<file path="src/rtl/alarm_pkg.sv">
// Shared types and constants for the alarm/sequencing controller.
// Latency: n/a (package only).
// Backpressure: n/a (package only).
//
// Contents: set-FSM and ring-FSM state enums, time-field limits, alarm reset
// value, auto-repeat delay, and wrap-around increment helpers for the fields.
package alarm_pkg;

    typedef enum logic [2:0] {
        SET_RUN     = 3'd0,
        SET_HOUR    = 3'd1,
        SET_MIN     = 3'd2,
        SET_AL_HOUR = 3'd3,
        SET_AL_MIN  = 3'd4
    } set_state_t;

    typedef enum logic [1:0] {
        RING_IDLE    = 2'd0,
        RING_RINGING = 2'd1,
        RING_SNOOZED = 2'd2
    } ring_state_t;

    localparam int HOUR_MAX           = 23;
    localparam int MINUTE_MAX         = 59;
    localparam int ALARM_RESET_HOUR   = 6;
    localparam int ALARM_RESET_MINUTE = 0;
    localparam int REPEAT_DELAY_QTR   = 4;

    // Hour field increment, 23 wraps to 0.
    function automatic logic [4:0] hour_wrap_inc(input logic [4:0] h);
        return (h == 5'(HOUR_MAX)) ? 5'd0 : h + 5'd1;
    endfunction

    // Minute field increment, 59 wraps to 0 with no carry into the hour.
    function automatic logic [5:0] minute_wrap_inc(input logic [5:0] m);
        return (m == 6'(MINUTE_MAX)) ? 6'd0 : m + 6'd1;
    endfunction

endpackage

</file>
<file path="src/rtl/button_repeat.sv">
// Increment-event generator: rising-edge detect plus hold-to-auto-repeat.
// Latency: combinational event in the cycle the edge/qualifying tick is seen.
// Backpressure: none; events are single-cycle and must be consumed immediately.
//
// Ports:
//   clock, reset (async, active-low)
//   btn       debounced button level, high = pressed
//   tick_qtr  one-cycle quarter-second pulse
//   inc_event one event per press edge, then one per tick_qtr once the button
//             has been held for REPEAT_DELAY_QTR quarter-seconds
module button_repeat
    import alarm_pkg::*;
(
    input  logic clock,
    input  logic reset,
    input  logic btn,
    input  logic tick_qtr,
    output logic inc_event
);

    localparam int HOLD_W = $clog2(REPEAT_DELAY_QTR + 1);

    logic              btn_prev_q;
    logic [HOLD_W-1:0] hold_cnt_q;
    logic [HOLD_W-1:0] hold_cnt_d;
    logic              hold_full;

    always_comb begin
        hold_full  = (hold_cnt_q == HOLD_W'(REPEAT_DELAY_QTR));
        hold_cnt_d = hold_cnt_q;
        if (!btn) begin
            hold_cnt_d = '0;
        end else if (tick_qtr && !hold_full) begin
            hold_cnt_d = hold_cnt_q + HOLD_W'(1);
        end
        // The hold counter saturates; every tick after saturation repeats.
        inc_event = (btn & ~btn_prev_q) | (btn & tick_qtr & hold_full);
    end

    always_ff @(posedge clock or negedge reset) begin
        if (!reset) begin
            btn_prev_q <= 1'b0;
            hold_cnt_q <= '0;
        end else begin
            btn_prev_q <= btn;
            hold_cnt_q <= hold_cnt_d;
        end
    end

endmodule

</file>
<file path="src/rtl/alarm_controller.sv">
// Set/edit sequencer and alarm ring/snooze controller for the 24-hour clock.
// Latency: button edge or alarm match in cycle n -> registered outputs in n+1.
// Backpressure: none; command pulses are one cycle, consumer must take them.
//
// Ports:
//   clock, reset (async, active-low)
//   tick_1s, tick_qtr                     timing pulses
//   btn_mode, btn_inc, btn_stop           debounced button levels
//   alarm_armed                           alarm enable switch
//   time_hour/minute/second               running time from the counter
//   count_enable, inc_hour, inc_minute,
//   clear_second                          commands to the time counter
//   alarm_hour, alarm_minute, show_alarm,
//   blink_hour, blink_minute              display controls
//   buzzer, mode                          ring output and set-FSM state
// Build option: define ALARM_SNOOZE_EN to make btn_stop snooze instead of stop.
module alarm_controller
    import alarm_pkg::*;
#(
    parameter int RING_SECONDS   = 60,
    parameter int SNOOZE_MINUTES = 9
) (
    input  logic       clock,
    input  logic       reset,
    input  logic       tick_1s,
    input  logic       tick_qtr,
    input  logic       btn_mode,
    input  logic       btn_inc,
    input  logic       btn_stop,
    input  logic       alarm_armed,
    input  logic [4:0] time_hour,
    input  logic [5:0] time_minute,
    input  logic [5:0] time_second,
    output logic       count_enable,
    output logic       inc_hour,
    output logic       inc_minute,
    output logic       clear_second,
    output logic [4:0] alarm_hour,
    output logic [5:0] alarm_minute,
    output logic       show_alarm,
    output logic       blink_hour,
    output logic       blink_minute,
    output logic       buzzer,
    output logic [2:0] mode
);

    localparam int RING_W = $clog2(RING_SECONDS + 1);

    if (RING_SECONDS < 1 || RING_SECONDS > 255) begin : g_bad_ring
        $error("RING_SECONDS must be 1..255");
    end
    if (SNOOZE_MINUTES < 1 || SNOOZE_MINUTES > 15) begin : g_bad_snooze
        $error("SNOOZE_MINUTES must be 1..15");
    end

    // ---------------------------------------------------------------- state
    set_state_t        set_q, set_d;
    ring_state_t       ring_q, ring_d;
    logic [RING_W-1:0] ring_cnt_q, ring_cnt_d;
    logic              fired_q, fired_d;
    logic [4:0]        alarm_hour_q, alarm_hour_d;
    logic [5:0]        alarm_minute_q, alarm_minute_d;
    logic              mode_prev_q, stop_prev_q;

    logic inc_hour_q, inc_hour_d;
    logic inc_minute_q, inc_minute_d;
    logic clear_second_q, clear_second_d;
    logic count_enable_q, count_enable_d;
    logic show_alarm_q, show_alarm_d;
    logic blink_hour_q, blink_hour_d;
    logic blink_minute_q, blink_minute_d;
    logic buzzer_q, buzzer_d;

`ifdef ALARM_SNOOZE_EN
    localparam int SNOOZE_TICKS = SNOOZE_MINUTES * 60;
    localparam int SNOOZE_W     = $clog2(SNOOZE_TICKS + 1);
    logic [SNOOZE_W-1:0] snooze_cnt_q, snooze_cnt_d;
`endif

    logic mode_edge, stop_edge, inc_event, inc_ok, alarm_match;

    button_repeat u_inc_repeat (
        .clock     (clock),
        .reset     (reset),
        .btn       (btn_inc),
        .tick_qtr  (tick_qtr),
        .inc_event (inc_event)
    );

    // ------------------------------------------------------------- set FSM
    always_comb begin
        mode_edge = btn_mode & ~mode_prev_q;
        // A mode change in the same cycle swallows the increment so a field
        // is never bumped while the FSM is leaving it.
        inc_ok    = inc_event & ~mode_edge;

        set_d = set_q;
        if (mode_edge) begin
            case (set_q)
                SET_RUN:     set_d = SET_HOUR;
                SET_HOUR:    set_d = SET_MIN;
                SET_MIN:     set_d = SET_AL_HOUR;
                SET_AL_HOUR: set_d = SET_AL_MIN;
                default:     set_d = SET_RUN;
            endcase
        end

        inc_hour_d     = inc_ok && (set_q == SET_HOUR);
        inc_minute_d   = inc_ok && (set_q == SET_MIN);
        clear_second_d = mode_edge && (set_q == SET_MIN);

        alarm_hour_d   = alarm_hour_q;
        alarm_minute_d = alarm_minute_q;
        if (inc_ok && (set_q == SET_AL_HOUR)) begin
            alarm_hour_d = hour_wrap_inc(alarm_hour_q);
        end
        if (inc_ok && (set_q == SET_AL_MIN)) begin
            alarm_minute_d = minute_wrap_inc(alarm_minute_q);
        end

        // Level outputs follow the next state so they stay aligned with mode.
        count_enable_d = !((set_d == SET_HOUR) || (set_d == SET_MIN));
        show_alarm_d   = (set_d == SET_AL_HOUR) || (set_d == SET_AL_MIN);
        blink_hour_d   = (set_d == SET_HOUR) || (set_d == SET_AL_HOUR);
        blink_minute_d = (set_d == SET_MIN) || (set_d == SET_AL_MIN);
    end

    // ------------------------------------------------------------ ring FSM
    always_comb begin
        stop_edge   = btn_stop & ~stop_prev_q;
        alarm_match = alarm_armed && !fired_q &&
                      (time_hour == alarm_hour_q) &&
                      (time_minute == alarm_minute_q) &&
                      (time_second == 6'd0);

        ring_d     = ring_q;
        ring_cnt_d = ring_cnt_q;
        fired_d    = fired_q;
`ifdef ALARM_SNOOZE_EN
        snooze_cnt_d = snooze_cnt_q;
`endif

        // Re-arming the one-shot once the alarm minute has passed.
        if (time_minute != alarm_minute_q) begin
            fired_d = 1'b0;
        end

        if (!alarm_armed) begin
            ring_d     = RING_IDLE;
            ring_cnt_d = '0;
`ifdef ALARM_SNOOZE_EN
            snooze_cnt_d = '0;
`endif
        end else begin
            case (ring_q)
                RING_IDLE: begin
                    if (alarm_match) begin
                        ring_d     = RING_RINGING;
                        ring_cnt_d = RING_W'(RING_SECONDS);
                        fired_d    = 1'b1;
                    end
                end
                RING_RINGING: begin
                    // Stop is checked first so it wins over a coincident timeout.
                    if (stop_edge) begin
`ifdef ALARM_SNOOZE_EN
                        ring_d       = RING_SNOOZED;
                        snooze_cnt_d = SNOOZE_W'(SNOOZE_TICKS);
`else
                        ring_d       = RING_IDLE;
`endif
                        ring_cnt_d = '0;
                    end else if (tick_1s) begin
                        if (ring_cnt_q <= RING_W'(1)) begin
                            ring_d     = RING_IDLE;
                            ring_cnt_d = '0;
                        end else begin
                            ring_cnt_d = ring_cnt_q - RING_W'(1);
                        end
                    end
                end
`ifdef ALARM_SNOOZE_EN
                RING_SNOOZED: begin
                    if (tick_1s) begin
                        if (snooze_cnt_q <= SNOOZE_W'(1)) begin
                            ring_d       = RING_RINGING;
                            ring_cnt_d   = RING_W'(RING_SECONDS);
                            snooze_cnt_d = '0;
                            fired_d      = 1'b1;
                        end else begin
                            snooze_cnt_d = snooze_cnt_q - SNOOZE_W'(1);
                        end
                    end
                end
`endif
                default: ring_d = RING_IDLE;
            endcase
        end

        buzzer_d = (ring_d == RING_RINGING);
    end

    // ------------------------------------------------------------ registers
    always_ff @(posedge clock or negedge reset) begin
        if (!reset) begin
            set_q          <= SET_RUN;
            ring_q         <= RING_IDLE;
            ring_cnt_q     <= '0;
            fired_q        <= 1'b0;
            alarm_hour_q   <= 5'(ALARM_RESET_HOUR);
            alarm_minute_q <= 6'(ALARM_RESET_MINUTE);
            mode_prev_q    <= 1'b0;
            stop_prev_q    <= 1'b0;
            inc_hour_q     <= 1'b0;
            inc_minute_q   <= 1'b0;
            clear_second_q <= 1'b0;
            count_enable_q <= 1'b1;
            show_alarm_q   <= 1'b0;
            blink_hour_q   <= 1'b0;
            blink_minute_q <= 1'b0;
            buzzer_q       <= 1'b0;
        end else begin
            set_q          <= set_d;
            ring_q         <= ring_d;
            ring_cnt_q     <= ring_cnt_d;
            fired_q        <= fired_d;
            alarm_hour_q   <= alarm_hour_d;
            alarm_minute_q <= alarm_minute_d;
            mode_prev_q    <= btn_mode;
            stop_prev_q    <= btn_stop;
            inc_hour_q     <= inc_hour_d;
            inc_minute_q   <= inc_minute_d;
            clear_second_q <= clear_second_d;
            count_enable_q <= count_enable_d;
            show_alarm_q   <= show_alarm_d;
            blink_hour_q   <= blink_hour_d;
            blink_minute_q <= blink_minute_d;
            buzzer_q       <= buzzer_d;
        end
    end

`ifdef ALARM_SNOOZE_EN
    always_ff @(posedge clock or negedge reset) begin
        if (!reset) begin
            snooze_cnt_q <= '0;
        end else begin
            snooze_cnt_q <= snooze_cnt_d;
        end
    end
`endif

    assign count_enable = count_enable_q;
    assign inc_hour     = inc_hour_q;
    assign inc_minute   = inc_minute_q;
    assign clear_second = clear_second_q;
    assign alarm_hour   = alarm_hour_q;
    assign alarm_minute = alarm_minute_q;
    assign show_alarm   = show_alarm_q;
    assign blink_hour   = blink_hour_q;
    assign blink_minute = blink_minute_q;
    assign buzzer       = buzzer_q;
    assign mode         = set_q;

endmodule

</file>
<file path="config.mk">
export PLATFORM = sky130hd
export DESIGN_NAME = alarm_controller
export DESIGN_NICKNAME = d
export VERILOG_FILES = /design/src/rtl/alarm_pkg.sv /design/src/rtl/button_repeat.sv /design/src/rtl/alarm_controller.sv
export SDC_FILE = /design/constraint.sdc
export NUM_CORES = 1
export LEC_CHECK = 0
export CAP_MARGIN = 20
export CORE_MARGIN = 2
export CORE_UTILIZATION = 49
export CTS_BUF_LIST = sky130_fd_sc_hd__clkbuf_4 sky130_fd_sc_hd__clkbuf_8 sky130_fd_sc_hd__clkbuf_16
export CTS_CLUSTER_DIAMETER = 100
export DETAILED_ROUTE_END_ITERATION = 7
export PLACE_DENSITY = 0.82
export SYNTH_ARGS = -nofsm -noshare
export SYNTH_HDL_FRONTEND = slang
export SYNTH_SLANG_ARGS = --single-unit
</file>
<file path="constraint.sdc">
create_clock -name clock -period 2.7 [get_ports clock]
set_input_delay 0.27 -clock clock [delete_from_list [all_inputs] [get_ports clock]]
set_output_delay 0.27 -clock clock [all_outputs]
set_load 0.005 [all_outputs]
</file>
== Yosys cells after proc, flatten, opt, wreduce, memory -nomap -nowiden ==
Cells that the tools add are included.
W data, S select, Z words.

* Input bits: 25
* Bits in registers: 37
* Word-level logic and storage cells: 97

* Add/subtract/negate cells: 4
* Bitwise gates (word level): 11
* Order comparisons: 1
* Reduce and logical (&&, ||, !) cells: 21
* Mux-type cells: 22
* Equal/unequal tests: 20

{| class="wikitable"
|+ Operators with widths
! kind !! count
|-
| $mux W6 || 6
|-
| $eq A3 B2 Y1 const B || 4
|-
| $pmux W3 S4 || 1
|-
| $pmux W6 S2 || 1
|-
| $logic_and A1 B1 Y1 || 10
|-
| $mux W2 || 5
|-
| $eq A3 B3 Y1 const B || 3
|-
| $mux W3 || 3
|-
| $add A6 B1 Y6 const B || 1
|-
| $and A1 B1 Y1 || 6
|-
| $eq A3 B1 Y1 const B || 2
|-
| $eq A6 B6 Y1 || 1
|-
| $eq A6 B6 Y1 const B || 1
|-
| $le A6 B1 Y1 const B || 1
|-
| $logic_not A6 Y1 || 1
|-
| $ne A6 B6 Y1 || 1
|-
| $sub A6 B1 Y6 const B || 1
|-
| $add A5 B1 Y5 const B || 1
|-
| $eq A5 B5 Y1 || 1
|-
| $eq A5 B5 Y1 const B || 1
|-
| $mux W5 || 1
|-
| $eq A2 B1 Y1 const B || 2
|-
| $logic_or A1 B1 Y1 || 4
|-
| $mux W1 || 4
|-
| other kinds (12) || 17
|}

== Longest topological paths before layout ==
Gate-level depths: netlist of run 1.

* Word-level depth: 9
* Gate-level depth with buffers: 8
* Depth with buffers taken out: 7

== Modules after synthesis ==
Synthesis of run 1 repeated with hierarchy kept, for this count alone.

* Cell total of the unflattened synthesis: 192
* Area total of the unflattened synthesis: 1941.9 um^2

{| class="wikitable"
|+ By module, submodules not included
! module !! cells each !! seq. area each (um^2) !! instances !! area each (um^2)
|-
| alarm_controller || 172 || 829.5 || 1 || 1720.4
|-
| button_repeat || 20 || 100.1 || 1 || 221.5
|}

== Worst setup path before layout of run 1 ==
No wires, ideal clock.

* Path type: flip-flop to flip-flop
* Start point: register u_inc_repeat.hold_cnt_q[0]
* End point: register alarm_minute_q[2] (netlist: alarm_minute[2])
* Cell stages (with the launch flop): 9
* Arrival: 1953 ps
* Setup slack: 622 ps
* Path buffers: 1
* Library setup time: 125 ps
* Required time: 2575 ps
* Path through: dfrtp_1 -> inv_1 -> ha_1 -> nand3_1 -> a211o_1 -> or3_1 -> buf_2 -> or2_1 -> mux2_4

* Longest elaborated chain between the ends: 5

{| class="wikitable"
|+ Ends and longest elaborated chain
! item !! line !! RTL
|-
| start: declaration || button_repeat.sv:24 || <nowiki>logic [HOLD_W-1:0] hold_cnt_q;</nowiki>
|-
| start signal: assignment || button_repeat.sv:46 || <nowiki>hold_cnt_q <= hold_cnt_d;</nowiki>
|-
| $eq A3 B3 Y1 || button_repeat.sv:29 || <nowiki>hold_full = (hold_cnt_q == HOLD_W'(REPEAT_DELAY_QTR));</nowiki>
|-
| $and A1 B1 Y1 || button_repeat.sv:37 || <nowiki>inc_event = (btn & ~btn_prev_q) | (btn & tick_qtr & hold_full);</nowiki>
|-
| $or A1 B1 Y1 || button_repeat.sv:37 ||
|-
| $and A1 B1 Y1 || alarm_controller.sv:95 || <nowiki>inc_ok = inc_event & ~mode_edge;</nowiki>
|-
| $logic_and A1 B1 Y1 || alarm_controller.sv:117 || <nowiki>if (inc_ok && (set_q == SET_AL_MIN)) begin</nowiki>
|-
| end signal: assignment || alarm_controller.sv:211 || <nowiki>alarm_minute_q <= 6'(ALARM_RESET_MINUTE);</nowiki>
|-
| end signal: assignment || alarm_controller.sv:228 || <nowiki>alarm_minute_q <= alarm_minute_d;</nowiki>
|-
| end: declaration || alarm_controller.sv:62 || <nowiki>logic [5:0] alarm_minute_q, alarm_minute_d;</nowiki>
|}

No other way between the ends.
A chain may end at the register's enable or synchronous reset.

== Final worst setup path of run 1 ==
* Start point: register u_inc_repeat.hold_cnt_q[0]
* End point: register alarm_minute_q[4] (netlist: alarm_minute[4])

The elaborated chain is that of the path after synthesis.

==> results of run 1 <==
worst max path at each step:
stage                                             end  slack, ps  depth (start not counted)
after global placement    alarm_minute[5]$_DFFE_PN0P_        490                          6
final                     alarm_minute[4]$_DFFE_PN0P_        520                          8
after global routing      alarm_minute[4]$_DFFE_PN0P_        380                          8
after detailed placement  alarm_minute[4]$_DFFE_PN0P_        360                          7
after CTS                 alarm_minute[4]$_DFFE_PN0P_        490                          8
after floorplan           alarm_minute[2]$_DFFE_PN0P_        620                          8
layer usage:
layer / vias to the layer above / wire (um)
met2: 45 / 1880
met5: - / 0
met4: 0 / 70
li1: 742 / -
met1: 695 / 1750
met3: 7 / 217
flip-flops by register name, summed over array words and instances, names as in the netlist:
name                     cells
alarm_hour                   5
alarm_minute                 6
blink_hour                   1
blink_minute                 1
buzzer                       1
clear_second                 1
count_enable                 1
fired_q                      1
inc_hour                     1
inc_minute                   1
mode                         3
mode_prev_q                  1
ring_cnt_q                   6
ring_q                       2
show_alarm                   1
stop_prev_q                  1
u_inc_repeat.btn_prev_q      1
u_inc_repeat.hold_cnt_q      3
metrics by stage:
stage	power, mW	cells	hold WS, ps	worst slack, ps
5_1_grt	1.83	283	449	384
3_5_place_dp	1.27	275	500	355
4_1_cts	1.74	283	420	489
3_3_place_gp	1.26	275	471	491
6_report	1.73	283	400	517
2_1_floorplan	0.996	182	-25.6	622
report_power, final:
part           switching [mW]  internal, mW
logic                   0.175         0.296
clock network           0.191         0.284
registers               0.123         0.661
total                   0.488          1.24
area by class of cell:
cell class / count / area (um2) / share of cell area
tap: 48 / 60.1 / 0.0238
timing repair buffer: 49 / 483 / 0.191
inverter: 11 / 41.3 / 0.0164
sequential: 37 / 930 / 0.368
clock inverter: 2 / 35.0 / 0.0139
clock buffer: 6 / 76.3 / 0.0302
multi-input combinational: 130 / 898 / 0.356
placed cells by master (no fill, tap or decap), drive strengths merged, types with 4 or more instances in the layout:
cell           instances
a21oi                  5
a31oi                  5
clkbuf                 6
clkdlybuf4s50         46
dfrtp                 34
ha                     6
inv                   11
mux2                   9
nand2                 10
nand2b                 7
nand3                  7
nand4                  4
nor2                  12
nor3                   9
o21a                   4
o21ai                  5
o31ai                  4
xnor2                 15
logic make-up after synthesis:
| kind of cell | synth area share |
|---|---|
| muxes | 0.0664 |
| AOI/OAI and AO/OA | 0.118 |
| adders and majority gates | 0.0398 |
| other | 0.00199 |
| DFF | 0.493 |
| and+or+nand+nor | 0.167 |
| xor gates and xnor gates | 0.0836 |
| buffers and inverters | 0.0305 |
critical path, stage by stage, from the launching register on:
cell	delay, ps
dfrtp_1	410
inv_1	70
ha_1	170
nand3_1	90
a211o_1	340
or3_1	350
buf_4	180
o31ai_1	310
o31ai_1	120
==> run_results.csv, run 1 <==
group,metric,value,unit
status,outcome,"complete, no violations",
pwr,p_leak,1.06,nW
detailed_routing,drtIter0Drc,53,
grt,antenna_found_initial,0,
yosys,avgSynthCellArea,10.4,um2
grt,grt_max_degree,38,
detailed_routing,drc_errors,0,
yosys,synth_top_area_share,0.451,
timing,max_freq,0.458,GHz
yosys,synth_nets,213,
timing,fin_crit,2180,ps
pwr,ir_worst_vdd,515,uV
detailed_routing,vias,1489,
grt,gr-usage-met3,0.0528,
yosys,synth_area_leaders,"dfrtp_1 (45%), xnor2_1 (7.0%), mux2_2 (4.8%)",
yosys,yosysMostFrequentCell,"dfrtp_1",
yosys,ys_warn_count,0,
placed_design,io_buffer_count,46,
grt,use_met2,0.341,
timing,clock_skew,7.96,ps
yosys,netlist_area,0.00189,mm2
setup_path,critPathKind,"register to register",
floorplan,dieWidth,66.0,um
timing,fin_crit_sh,0.808,
floorplan,die_h,66.0,um
timing,maxSlewViolCount,0,
clock_network,root_buffer,"clkbuf_8",
clock_network,clk_latency,290,ps
grt,grt_usage,0.198,
final_layout,fin_area,0.00252,mm2
setup_path,rr_startpoint,"u_inc_repeat.hold_cnt_q[0]$_DFFE_PN0P_",
timing,fin_setup_tns,0,ps
setup_path,critical_path.max_fanout,8,
job,cap_violations,0,
setup_path,arrival,2340,ps
yosys,synth-edff-count,0,
placed_design,place_area,0.00241,mm2
setup_path,startpoint_type,"register",
clock_network,clk_pin_slew_worst_paths,70,ps
clock_network,clock_sinks,37,
clock_network,ctsResizeCount,0,
detailed_routing,firstDrtPassIters,4,
floorplan,coreArea,0.00369,mm2
grt,grt_overflow,0,
final_layout,drive_above_1_share,0.102,
detailed_routing,ant_nets,0,
final_layout,syn_to_final_growth,33.8,%
grt,use_met1,0.233,
clock_network,tritoncts,"built",
setup_path,reg2regPathDepth,8,
grt,grt_pass1_vias,1425,
setup_path,timing.rr.end,"alarm_minute[4]$_DFFE_PN0P_",
yosys,synth-seq-cells,37,
clock_network,cts.path.max_buffers,2,
grt,grt_pass1_wl,6410,um
clock_network,postCtsSetupBuffers,0,
setup_path,critical_path.startpoint,"u_inc_repeat.hold_cnt_q[0]$_DFFE_PN0P_",
floorplan,die_area,0.00436,mm2
timing,hold_violations,0,
floorplan,start_util,0.511,
yosys,seq_area_frac_synth,0.493,
floorplan,rows,22,
yosys,netlist_top_cells_count,"dfrtp_1 (34), xnor2_1 (15), nor2_1 (12)",
min_path,min_path_type,"input pin to async pin",
clock_network,cts_inserted_buffers,5,
timing,grt_setup_unrepaired,"false",
floorplan,io-pin-count,47,
yosys,synth_ff_type,"dfrtp_1",
yosys,yosysUniqueCellTypes,40,
setup_path,required,2850,ps
timing,setup_viol,0,
yosys,async_flop_share,1.00,
detailed_routing,drt_wl_total,3920,um
yosys,synth_area_leader_cell,"dfrtp_1",
placed_design,dp_hpwl,2910,um
yosys,synthCells,182,
detailed_routing,viasPerCell,5.26,
setup_path,r2r_setup_slack,520,ps
detailed_routing,drt-wirelength-per-cell,13.9,um
final_layout,fin_util,0.684,
grt,grt-busiest-layer,"met2",
setup_path,cp-end-kind,"register",
placed_design,gp_congestion,0.778,
pwr,p_per_area,685,mW/mm2
clock_network,hold_buffers,0,
final_layout,num_antenna_cells,0,
final_layout,fill_cells,296,
final_layout,nets,265,
clock_network,cts.htree.levels,2,
Note: power is estimated with default switching activity, not from simulation.
==> run 2: changes to the inputs <==
Clock period 2.7 ns to 2.23 ns, I/O delays scaled along.
==> run 2 against run 1 <==
- total power is 22% higher
- worst setup slack got worse by 330 ps
- hold slack lost 44 ps
- routed wire length decreased by 7.0%
- via count down 0.40%
- global-route usage decreased by 0.85 points
- highest routed layer unchanged
==> run_results.csv, run 2 (same netlist as run 1, synthesis figures left out) <==
group,metric,value,unit
setup_path,reg2regPathDepth,7,
final_layout,mostFrequentLayoutCell,"clkdlybuf4s50_1",
setup_path,critical_path.startpoint,"u_inc_repeat.hold_cnt_q[0]$_DFFE_PN0P_",
clock_network,root_buffer,"clkbuf_8",
timing,clock_skew,5.05,ps
grt,grt_pass1_vias,1428,
grt,grt_overflow,0,
timing,fin_setup_tns,0,ps
final_layout,drive_above_1_share,0.110,
pwr,p_per_area,828,mW/mm2
timing,max_freq,0.489,GHz
grt,grt_pass1_wl,6200,um
pwr,internal_power,1.54,mW
setup_path,critPathSlowestCell,"dfrtp_1",
setup_path,cp-end-kind,"register",
timing,hold_violations,0,
pwr,seqPwrFrac,0.447,
status,outcome,"complete, no violations",
pwr,ir_worst_vdd,507,uV
floorplan,rows,22,
timing,maxSlewViolCount,0,
setup_path,timing.rr.end,"alarm_minute[2]$_DFFE_PN0P_",
detailed_routing,drt_wl_total,3650,um
detailed_routing,ant_nets,0,
detailed_routing,drc_errors,0,
detailed_routing,vias,1483,
final_layout,multi_input_area,898,um2
clock_network,ctsResizeCount,0,
setup_path,critical_path.max_fanout,3,
final_layout,num_antenna_cells,0,
setup_path,cp_cell_sequence,"inv_1, ha_1, nand3_1, a211o_1, or3_1, or2_1, mux2_4",
final_layout,final_cell_mix,"clkdlybuf4s50_1 (46), dfrtp_1 (34), xnor2_1 (15)",
timing,grt_setup_unrepaired,"false",
final_layout,fill_cells,287,
grt,antenna_found_initial,0,
detailed_routing,drtIter0Drc,43,
setup_path,cp_top_family,"simple AND/OR/NAND/NOR gates",
setup_path,cp_num_cells,7,
clock_network,cts_inserted_buffers,5,
setup_path,rr_startpoint,"u_inc_repeat.hold_cnt_q[0]$_DFFE_PN0P_",
clock_network,hold_buffers,0,
final_layout,nets,267,
clock_network,clk_latency,280,ps
timing,setup_viol,0,
clock_network,cts.htree.levels,2,
grt,grt_usage,0.189,
clock_network,cts.path.max_buffers,2,
min_path,min_path_type,"input pin to async pin",
floorplan,dieWidth,66.0,um
final_layout,syn_to_final_growth,35.1,%
pwr,p_leak,1.08,nW
setup_path,required,2400,ps
final_layout,final_cells,285,
setup_path,slowest_delay,410,ps
floorplan,start_util,0.511,
floorplan,coreArea,0.00369,mm2
clock_network,clk_pin_slew_worst_paths,70,ps
setup_path,critPathKind,"register to register",
setup_path,crit_buf_inv,1,
timing,fin_crit_sh,0.917,
timing,fin_crit,2050,ps
detailed_routing,drt-wirelength-per-cell,12.8,um
floorplan,die_area,0.00436,mm2
placed_design,gp_congestion,0.806,
detailed_routing,viasPerCell,5.20,
clock_network,tritoncts,"built",
placed_design,dp_cells,277,
job,cap_violations,0,
setup_path,endpoint,"alarm_minute[2]$_DFFE_PN0P_",
placed_design,io_buffer_count,46,
detailed_routing,firstDrtPassIters,4,
setup_path,startpoint_type,"register",
placed_design,dp_hpwl,2790,um
setup_path,arrival,2220,ps
pwr,power_frac_comb,0.270,
clock_network,clock_sinks,37,
setup_path,r2r_setup_slack,180,ps
pwr,clockPowerShare,0.282,
pwr,p_switching,0.573,mW
pwr,swShare,0.271,
floorplan,die_h,66.0,um
clock_network,postCtsSetupBuffers,0,
grt,grt_max_degree,38,
final_layout,seqCellArea,930,um2
floorplan,io-pin-count,47,
==> run 2: per-layer routing <==
metal  part of all wire  wire, um  vias up  global-route usage
li1                   -         -      745                   -
met1               0.44      1590      692               0.224
met2               0.49      1800       38               0.327
met3              0.056       204        8              0.0630
met4              0.014        51        0              0.0536
met5                  0         0        -                   0
==> run 2: final cells by class <==
cell class              count  area share
clock buffers               7      0.0354
clock inverters             1      0.0118
well taps                  48      0.0236
inverters                  11      0.0162
flip-flops and latches     37       0.365
repair buffers             51       0.195
multi-input cells         130       0.353
==> run 2: worst reg2reg max path: cells and delay by family, from the launching register on <==
family                     cells  cell delay, ps
adders and majority gates      1             170
buffers and inverters          1              70
AOI/OAI and AO/OA              1             310
DFF                            1             410
and+or+nand+nor                3             680
muxes                          1             300
==> run 2: per-stage QoR <==
stage	utilization	total power, mW	cell area, um2	worst slack (ps)	hold slack, ps
finish	0.691	2.11	2550	185	355
detailed placement	0.658	1.53	2430	69.5	492
global placement	0.658	1.52	2430	120	474
floorplan	-	1.21	1890	152	-72.6
global route	0.691	2.24	2550	67.5	415
CTS	0.691	2.13	2550	174	374
==> run 2: power groups by stage <==
stage	Clock [mW]	Sequential, mW	Combinational [mW]
floorplan	0	0.916	0.290
global placement	0	0.954	0.568
detailed placement	0	0.957	0.574
CTS	0.608	0.946	0.578
global route	0.640	0.964	0.632
finish	0.596	0.944	0.571
==> run 2: worst min path at each step <==
| stage | start | slack [ps] | end | cells past startpoint |
|---|---|---|---|---|
| after floorplan | reset | -70 | alarm_hour[0]$_DFFE_PN0P_ | 0 |
| after global placement | fired_q$_DFF_PN0_ | 470 | fired_q$_DFF_PN0_ | 1 |
| after detailed placement | fired_q$_DFF_PN0_ | 490 | fired_q$_DFF_PN0_ | 1 |
| after CTS | reset | 370 | alarm_minute[3]$_DFFE_PN0P_ | 2 |
| after global routing | btn_stop | 410 | stop_prev_q$_DFF_PN0_ | 1 |
| final | reset | 360 | alarm_minute[3]$_DFFE_PN0P_ | 2 |
